**src/rtl/multicycle_control.sv**
```systemverilog
// Multicycle processor control unit: sequences FETCH/DECODE/EXEC/MEM/WB,
// decodes datapath controls from the current state and the latched opcode,
// counts retired instructions and traps memory waits that run too long.
module multicycle_control #(
  parameter int ALUOP_W     = 3,
  parameter int MEM_TIMEOUT = 15,
  parameter int CNT_W       = 16
) (
  input  logic               clk,
  input  logic               rst_n,
  input  logic               start,
  input  logic [2:0]         opcode,
  input  logic               mem_ready,
  output logic               pc_write,
  output logic               ir_write,
  output logic               branch,
  output logic               jump,
  output logic               mem_req,
  output logic               mem_we,
  output logic               mem_to_reg,
  output logic               alu_src,
  output logic               reg_write,
  output logic [ALUOP_W-1:0] alu_op,
  output logic               halt,
  output logic               busy,
  output logic               mem_error,
  output logic [2:0]         state,
  output logic [CNT_W-1:0]   instr_count
);

  typedef enum logic [2:0] {
    S_IDLE   = 3'd0,
    S_FETCH  = 3'd1,
    S_DECODE = 3'd2,
    S_EXEC   = 3'd3,
    S_MEM    = 3'd4,
    S_WB     = 3'd5,
    S_HALTED = 3'd6,
    S_ERROR  = 3'd7
  } state_t;

  typedef enum logic [2:0] {
    OP_ALU_A  = 3'b000,
    OP_ALU_I  = 3'b001,
    OP_LOAD   = 3'b010,
    OP_STORE  = 3'b011,
    OP_BRANCH = 3'b100,
    OP_JAL    = 3'b101,
    OP_JALR   = 3'b110,
    OP_HALT   = 3'b111
  } opcode_t;

  // The wait counter only ever needs to reach MEM_TIMEOUT-1 before the
  // trap fires, so it is sized for that value.
  localparam int WAIT_W = (MEM_TIMEOUT > 1) ? $clog2(MEM_TIMEOUT) : 1;
  localparam bit TIMEOUT_EN = (MEM_TIMEOUT > 0);
  localparam logic [WAIT_W-1:0] WAIT_LAST =
    WAIT_W'((MEM_TIMEOUT > 0) ? MEM_TIMEOUT - 1 : 0);

  state_t            r_state;
  opcode_t           r_op_q;
  logic [WAIT_W-1:0] r_wait;
  logic [CNT_W-1:0]  r_count;

  logic              w_waiting;
  logic              w_timeout;
  logic [2:0]        w_alu_code;
  logic              w_alu_src;

  // ALU operation code used while the instruction executes.
  function automatic logic [2:0] alu_code(input opcode_t op);
    case (op)
      OP_ALU_I:  return 3'd1;
      OP_LOAD:   return 3'd3;
      OP_STORE:  return 3'd5;
      OP_BRANCH: return 3'd6;
      OP_JALR:   return 3'd7;
      default:   return 3'd0;
    endcase
  endfunction

  // Second ALU operand comes from the immediate for these instructions.
  function automatic logic uses_imm(input opcode_t op);
    return (op == OP_ALU_I) || (op == OP_LOAD) || (op == OP_STORE) ||
           (op == OP_BRANCH) || (op == OP_JALR);
  endfunction

  assign w_alu_code = alu_code(r_op_q);
  assign w_alu_src  = uses_imm(r_op_q);
  assign w_waiting  = ((r_state == S_FETCH) || (r_state == S_MEM)) && !mem_ready;
  // A completing handshake on the last allowed cycle wins over the trap.
  assign w_timeout  = TIMEOUT_EN && w_waiting && (r_wait == WAIT_LAST);

  // State sequencing, opcode latch, memory wait counter and retire counter.
  // NOTE: every register here uses <= so all of them update from the same
  // pre-edge values; a blocking = would let later lines see new values.
  always_ff @(posedge clk or negedge rst_n) begin
    if (!rst_n) begin
      r_state <= S_IDLE;
      r_op_q  <= OP_ALU_A;
      r_wait  <= '0;
      r_count <= '0;
    end else begin
      r_wait <= w_waiting ? r_wait + 1'b1 : '0;
      if (pc_write) r_count <= r_count + 1'b1;

      case (r_state)
        S_IDLE:   if (start) r_state <= S_FETCH;
        S_FETCH: begin
          if (mem_ready)      r_state <= S_DECODE;
          else if (w_timeout) r_state <= S_ERROR;
        end
        S_DECODE: begin
          r_op_q  <= opcode_t'(opcode);
          r_state <= (opcode_t'(opcode) == OP_HALT) ? S_HALTED : S_EXEC;
        end
        S_EXEC: begin
          case (r_op_q)
            OP_BRANCH:         r_state <= S_FETCH;
            OP_LOAD, OP_STORE: r_state <= S_MEM;
            default:           r_state <= S_WB;
          endcase
        end
        S_MEM: begin
          if (mem_ready)      r_state <= (r_op_q == OP_STORE) ? S_FETCH : S_WB;
          else if (w_timeout) r_state <= S_ERROR;
        end
        S_WB:     r_state <= S_FETCH;
        default:  r_state <= r_state;  // HALTED and ERROR leave only via reset
      endcase
    end
  end

  // Datapath controls decoded from state and latched opcode; the two
  // handshake-completion strobes follow mem_ready in the same cycle.
  // NOTE: every output gets a default first so no path can infer a latch.
  always_comb begin
    pc_write   = 1'b0;
    ir_write   = 1'b0;
    branch     = 1'b0;
    jump       = 1'b0;
    mem_req    = 1'b0;
    mem_we     = 1'b0;
    mem_to_reg = 1'b0;
    alu_src    = 1'b0;
    reg_write  = 1'b0;
    alu_op     = '0;
    halt       = 1'b0;
    mem_error  = 1'b0;
    case (r_state)
      S_FETCH: begin
        mem_req  = 1'b1;
        ir_write = mem_ready;
      end
      S_EXEC: begin
        alu_op  = ALUOP_W'(w_alu_code);
        alu_src = w_alu_src;
        if (r_op_q == OP_BRANCH) begin
          branch   = 1'b1;
          pc_write = 1'b1;
        end
        jump = (r_op_q == OP_JAL);
      end
      S_MEM: begin
        mem_req  = 1'b1;
        mem_we   = (r_op_q == OP_STORE);
        alu_op   = ALUOP_W'(w_alu_code);
        alu_src  = w_alu_src;
        pc_write = (r_op_q == OP_STORE) && mem_ready;
      end
      S_WB: begin
        reg_write  = 1'b1;
        pc_write   = 1'b1;
        mem_to_reg = (r_op_q == OP_LOAD);
        jump       = (r_op_q == OP_JAL);
      end
      S_HALTED: halt = 1'b1;
      S_ERROR: begin
        halt      = 1'b1;
        mem_error = 1'b1;
      end
      default: ;
    endcase
  end

  assign busy        = (r_state != S_IDLE) && (r_state != S_HALTED) && (r_state != S_ERROR);
  assign state       = r_state;
  assign instr_count = r_count;

endmodule

```
**config.mk**
```make
export PLATFORM = sky130hd
export DESIGN_NAME = multicycle_control
export DESIGN_NICKNAME = d
export VERILOG_FILES = /design/src/rtl/multicycle_control.sv
export SDC_FILE = /design/constraint.sdc
export NUM_CORES = 1
export LEC_CHECK = 0
export CELL_PAD_IN_SITES_DETAIL_PLACEMENT = 1
export CELL_PAD_IN_SITES_GLOBAL_PLACEMENT = 2
export CORE_ASPECT_RATIO = 0.7
export CORE_MARGIN = 8
export CORE_UTILIZATION = 31
export CTS_BUF_LIST = sky130_fd_sc_hd__clkbuf_8
export CTS_CLUSTER_SIZE = 30
export DETAILED_ROUTE_END_ITERATION = 8
export PLACE_DENSITY = 0.87
export SYNTH_ARGS = -nofsm -noshare
export SYNTH_HDL_FRONTEND = slang
export SYNTH_SLANG_ARGS = --single-unit
```
**constraint.sdc**
```tcl
create_clock -name clk -period 1.9 [get_ports clk]
set_input_delay 0.38 -clock clk [delete_from_list [all_inputs] [get_ports clk]]
set_output_delay 0.38 -clock clk [all_outputs]
set_load 0.005 [all_outputs]
```
# Word-level counts from Yosys, hierarchy flattened
# Cells that the tools add are included.
[word_totals] inputBits=7 mem_bits_ro=0 ff_bits=26 wordCells=67 mem_count=0 latchBits=0 out_inout_bits=34 mem_bits_rw=0
[op_classes] muxes=23 shift=0 n_lt_le_gt_ge=0 n_eq_ne=18 reduce_logical=20 div_mod_pow=0 multipliers=0 n_bitwise=0 n_addsub=2
[ops] cell="$eq A3 B3 Y1 const B" n=8
[ops] cell="$mux W3" n=7
[ops] cell="$pmux W3 S6" n=1
[ops] cell="$add A16 B1 Y16 const B" n=1
[ops] cell="$pmux W3 S5" n=1
[ops] cell="$eq A3 B2 Y1 const B" n=4
[ops] cell="$mux W1" n=11
[ops] cell="$reduce_or A2 Y1" n=5
[ops] cell="$eq A3 B1 Y1 const B" n=2
[ops] cell="$ne A3 B3 Y1 const B" n=2
[ops] cell="$pmux W3 S2" n=1
[ops] cell="$reduce_bool A6 Y1" n=1
[ops] cell="$logic_and A1 B1 Y1" n=5
[ops] cell="$logic_or A1 B1 Y1" n=5
[ops] cell="$add A4 B1 Y4 const B" n=1
[ops] cell="$eq A4 B4 Y1 const B" n=1
[ops] cell="$mux W4" n=1
[ops] cell="$logic_not A3 Y1" n=1
[ops] cell="$pmux W1 S3" n=1
[ops] cell="$reduce_bool A3 Y1" n=1
[ops] cell="$ne A2 B2 Y1 const B" n=1
[ops] cell="$reduce_and A2 Y1" n=1
[ops] cell="$logic_not A1 Y1" n=1

# Longest topological paths before layout
[logic_depth] word_depth=7 depth_mapped=6 depth_no_buf=6

# Worst setup path before layout
# No wires, ideal clock.
[synth_path] path_type="register -> output" start="reg r_state[2], in the netlist state[2]" end="out mem_to_reg" path_slack_ps=272 n_path_buf=1 t_arrival_ps=1248 stages_incl_launch_ff=5 cell_sequence="dfrtp_1 -> clkbuf_1 -> inv_1 -> nor2_1 -> nor4bb_1"
[synth_via] elab_chain_cells=2
[synth_lines] element="start: declaration" line="60" text="state_t r_state;"
[synth_lines] element="start signal: assignment" line="115" text="r_state <= (opcode_t'(opcode) == OP_HALT) ? S_HALTED : S_EXEC;"
[synth_lines] element="start signal: assignment" line="125" text="if (mem_ready) r_state <= (r_op_q == OP_STORE) ? S_FETCH : S_WB;"
[synth_lines] element="start signal: assignment" line="129" text="default: r_state <= r_state;"
[synth_lines] element="$eq A3 B3 Y1" line="150" text="case (r_state)"
[synth_lines] element="$mux W1" line="150"
[synth_lines] element="end: declaration" line="20" text="output logic mem_to_reg,"
# No other way between the ends.

# Worst setup path after layout
[layout_path] start="reg r_state[0], in the netlist state[0]" end="out state[0]"
[layout_lines] element="end: declaration" line="27" text="output logic [2:0] state,"
# No word-level cell between the ends.

==> results by group <==
Placement
  – Detailed Place HPWL: 3550 µm
  – Final Wtd Congestion: 0.897
  – Buffers on Ports: 40
  – Dpl ws: -0.330 ns
  – DP Area: 2150 µm²

Synthesis
  – Synth Net Count: approximately 160
  – Syn Area/Cell: 10.5 µm²
  – Main flop type after synthesis: dfrtp_1
  – Synth Register Bits: 26
  – Synth Instances: 152
  – Mapped Area: 1590 µm²
  – Post-synth EDFFs: 0
  – Synth Warn #: 0
  – Ys async rst share: 1.00
  – Library cells used by synthesis: 47
  – Sequential fraction of the synthesis area: 0.409

Cells and area
  – N_diodes: 0
  – Commonest non-fill, non-tap cell in the layout: clkdlybuf4s50_1
  – Ratio of cells with drive above 1 in the final layout: 0.374
  – Nets: 222
  – Commonest cells after routing, fill and taps aside: 23 x clkdlybuf4s50_1, 20 x dfrtp_1, 19 x buf_4
  – Post-route cell area: 2300 µm²
  – P&R area growth vs syn: 44.7%
  – Post-layout util: 0.473

Global routing
  – Total GRT Usage: 0.123
  – First-pass GRT wire length: 7640 µm
  – Largest net degree at the start of global routing: 27
  – Grt ovf: 0
  – Initial antenna violation count: 0
  – Vias in the first global route: between 1000 and 1500

Worst setup path
  – Critical Path RT: 1.52 ns
  – CP Class: reg -> out
  – Crit Path Max Fanout: 10
  – Buffers & Inverters on Critical Path: 2
  – CP max-delay cell: clkdlybuf4s50_1
  – Worst Setup Start Kind: flop
  – Worst EP arrival: about 1.5 ns
  – Crit end category: primary output
  – CP cell instances: buf_4 -> clkdlybuf4s50_1
  – Top delay family on crit path: buffers and inverters
  – CP max stage delay: 0.53 ns

Floorplan
  – Starting density of the core: 0.327
  – Die area: about 7700 µm²
  – IO Count: 41
  – Number of cell rows: 21
  – Die H: 75.9 µm
  – Core area: slightly below 5000 µm²
  – Horiz. Die Dim: 102 µm

Hold path
  – Min-Delay Path Class: in -> async

STA
  – Skew final: 0.00232 ns
  – RSZ-0062 raised after global routing: true
  – Hold WS: 0.459 ns
  – Least-Margin Pin Slew: 0.405 ns
  – Setup TNS Final: -0.00187 ns
  – Min Tclk post-route: 1.90 ns
  – Relative slew slack: 0.730
  – Peak Freq: 0.526 GHz
  – Endpoints failing hold: 0
  – Fin worst setup slack: -0.00187 ns
  – Final cycle utilization of the critical path: 1.00
  – Final setup fails: 1
  – Final Max Tran Viols: 0

Clocking
  – CTS clk-pin slew, worst paths: 0.09 ns
  – H-Tree Depth: 1
  – Max Root-Sink Buffers: 2
  – Total CTS buffers: 3
  – Clk Latency, worst-skew pair: 0.28 ns
  – Hold Buf Count CTS: 0
  – CTS tree: built
  – Num Clock Sinks: 26
  – Root buf cell: clkbuf_8

Power and ir drop
  – Max IR drop VDD: 0.000303 V
  – Share of power burned in registers: 0.584
  – Combinational share of power: 0.032
  – Leak: 0.000896 µW
  – P_int: about 750 µW
  – Switching pwr: 194 µW
  – Power per cell area: between 400 and 500 nW/µm²
  – Clock power share: 0.384
  – Sw Ratio: 0.205

Route
  – Routed length per placed instance: ~16 µm
  – Drt first pass iters: 4
  – Initial DRC count: 46
  – Post-Route WL: 4610 µm
  – Final ANT Viol Nets: 0
  – Via density: 4.97
  – DR DRC count: 0
  – Via count: 1391

Flow run
  – MaxCap Viol Count: 0

Status
  – Failing checks: negative setup slack
  – Outcome: finished with violations
[cells by family (layout without fill, tap and decap cells)]
kind of cell / after synthesis / count (layout) / share of synthesized area
and+or+nand+nor: 56 / 56 / 0.202
DFF: 26 / 26 / 0.409
xor gates and xnor gates: 18 / 18 / 0.0992
buffers and inverters: 15 / 74 / 0.0520
muxes: 6 / 6 / 0.0417
AOI/OAI and AO/OA: 28 / 28 / 0.172
adders and majority gates: 3 / 3 / 0.0236
[sequential cells by signal, summed over array words and instances (netlist names)]
| signal | cells |
|---|---|
| r_op_q | 3 |
| state | 3 |
| instr_count | 16 |
| r_wait | 4 |
[cell type report]
type | instances | area [µm²]
Fill cell | 538 | 2560
Multi-Input combinational cell | 111 | 925
Sequential cell | 26 | 658
Timing Repair Buffer | 63 | 549
Tap cell | 69 | 86.3
Clock buffer | 4 | 55.1
Inverter | 7 | 26.3
[metrics by stage]
step | total power, µW | std cells
after floorplan | 565 | 152
after global placement | 594 | 271
after detailed placement | 595 | 271
after CTS | 955 | 280
after global routing | 989 | 280
final | 947 | 280
[power by group through the flow]
stage | Combinational, µW | Clock [µW] | Sequential, µW
6_report | 30.4 | 364 | 553
4_1_cts | 31.1 | 371 | 553
5_1_grt | 33.6 | 402 | 553
3_3_place_gp | 29.8 | 0 | 564
3_5_place_dp | 30.9 | 0 | 564
2_1_floorplan | 1.33 | 0 | 564
[cells in the mapped netlist (all sizes together), types with 3 or more instances]
cell type	number	area (µm²)
nand3	9	57.6
mux2	5	56.3
and2	3	18.8
nand2	9	36.3
buf	6	48.8
xnor2	3	26.3
dfrtp	26	651
nand4	4	25.0
a2111oi	5	75.1
nor3	6	30.0
a21oi	4	20.0
a211oi	6	70.1
nor2	13	48.8
inv	7	26.3
ha	3	37.5
xor2	15	131
[worst paths after layout]
| kind | end | slack (ns) | from | depth (start not counted) |
|---|---|---|---|---|
| setup / recovery | state[0] | -0.002 | state[0] | 2 |
| hold / removal | instr_count[8] | 0.46 | rst_n | 2 |
| setup reg to reg | instr_count[12] | 0.13 | r_op_q[2] | 5 |
| hold reg to reg | instr_count[15] | 0.49 | instr_count[15] | 1 |
| max in group asynchronous | state[2] | 1.16 | rst_n | 2 |
| min in group clk | instr_count[15] | 0.49 | instr_count[15] | 1 |
[metal layers]
metal,global-route usage,share of wire
met5,0,0
met4,0.0178,0.0063
met3,0.0401,0.052
met2,0.205,0.50
met1,0.151,0.44
[what timing repair did]
action,4_1_cts,5_1_grt
pin swaps,2,4
endpoints found under the setup margin,15,17
resized for setup,43,27
setup buffers,5,0
Power figures use the tool's default switching activity.
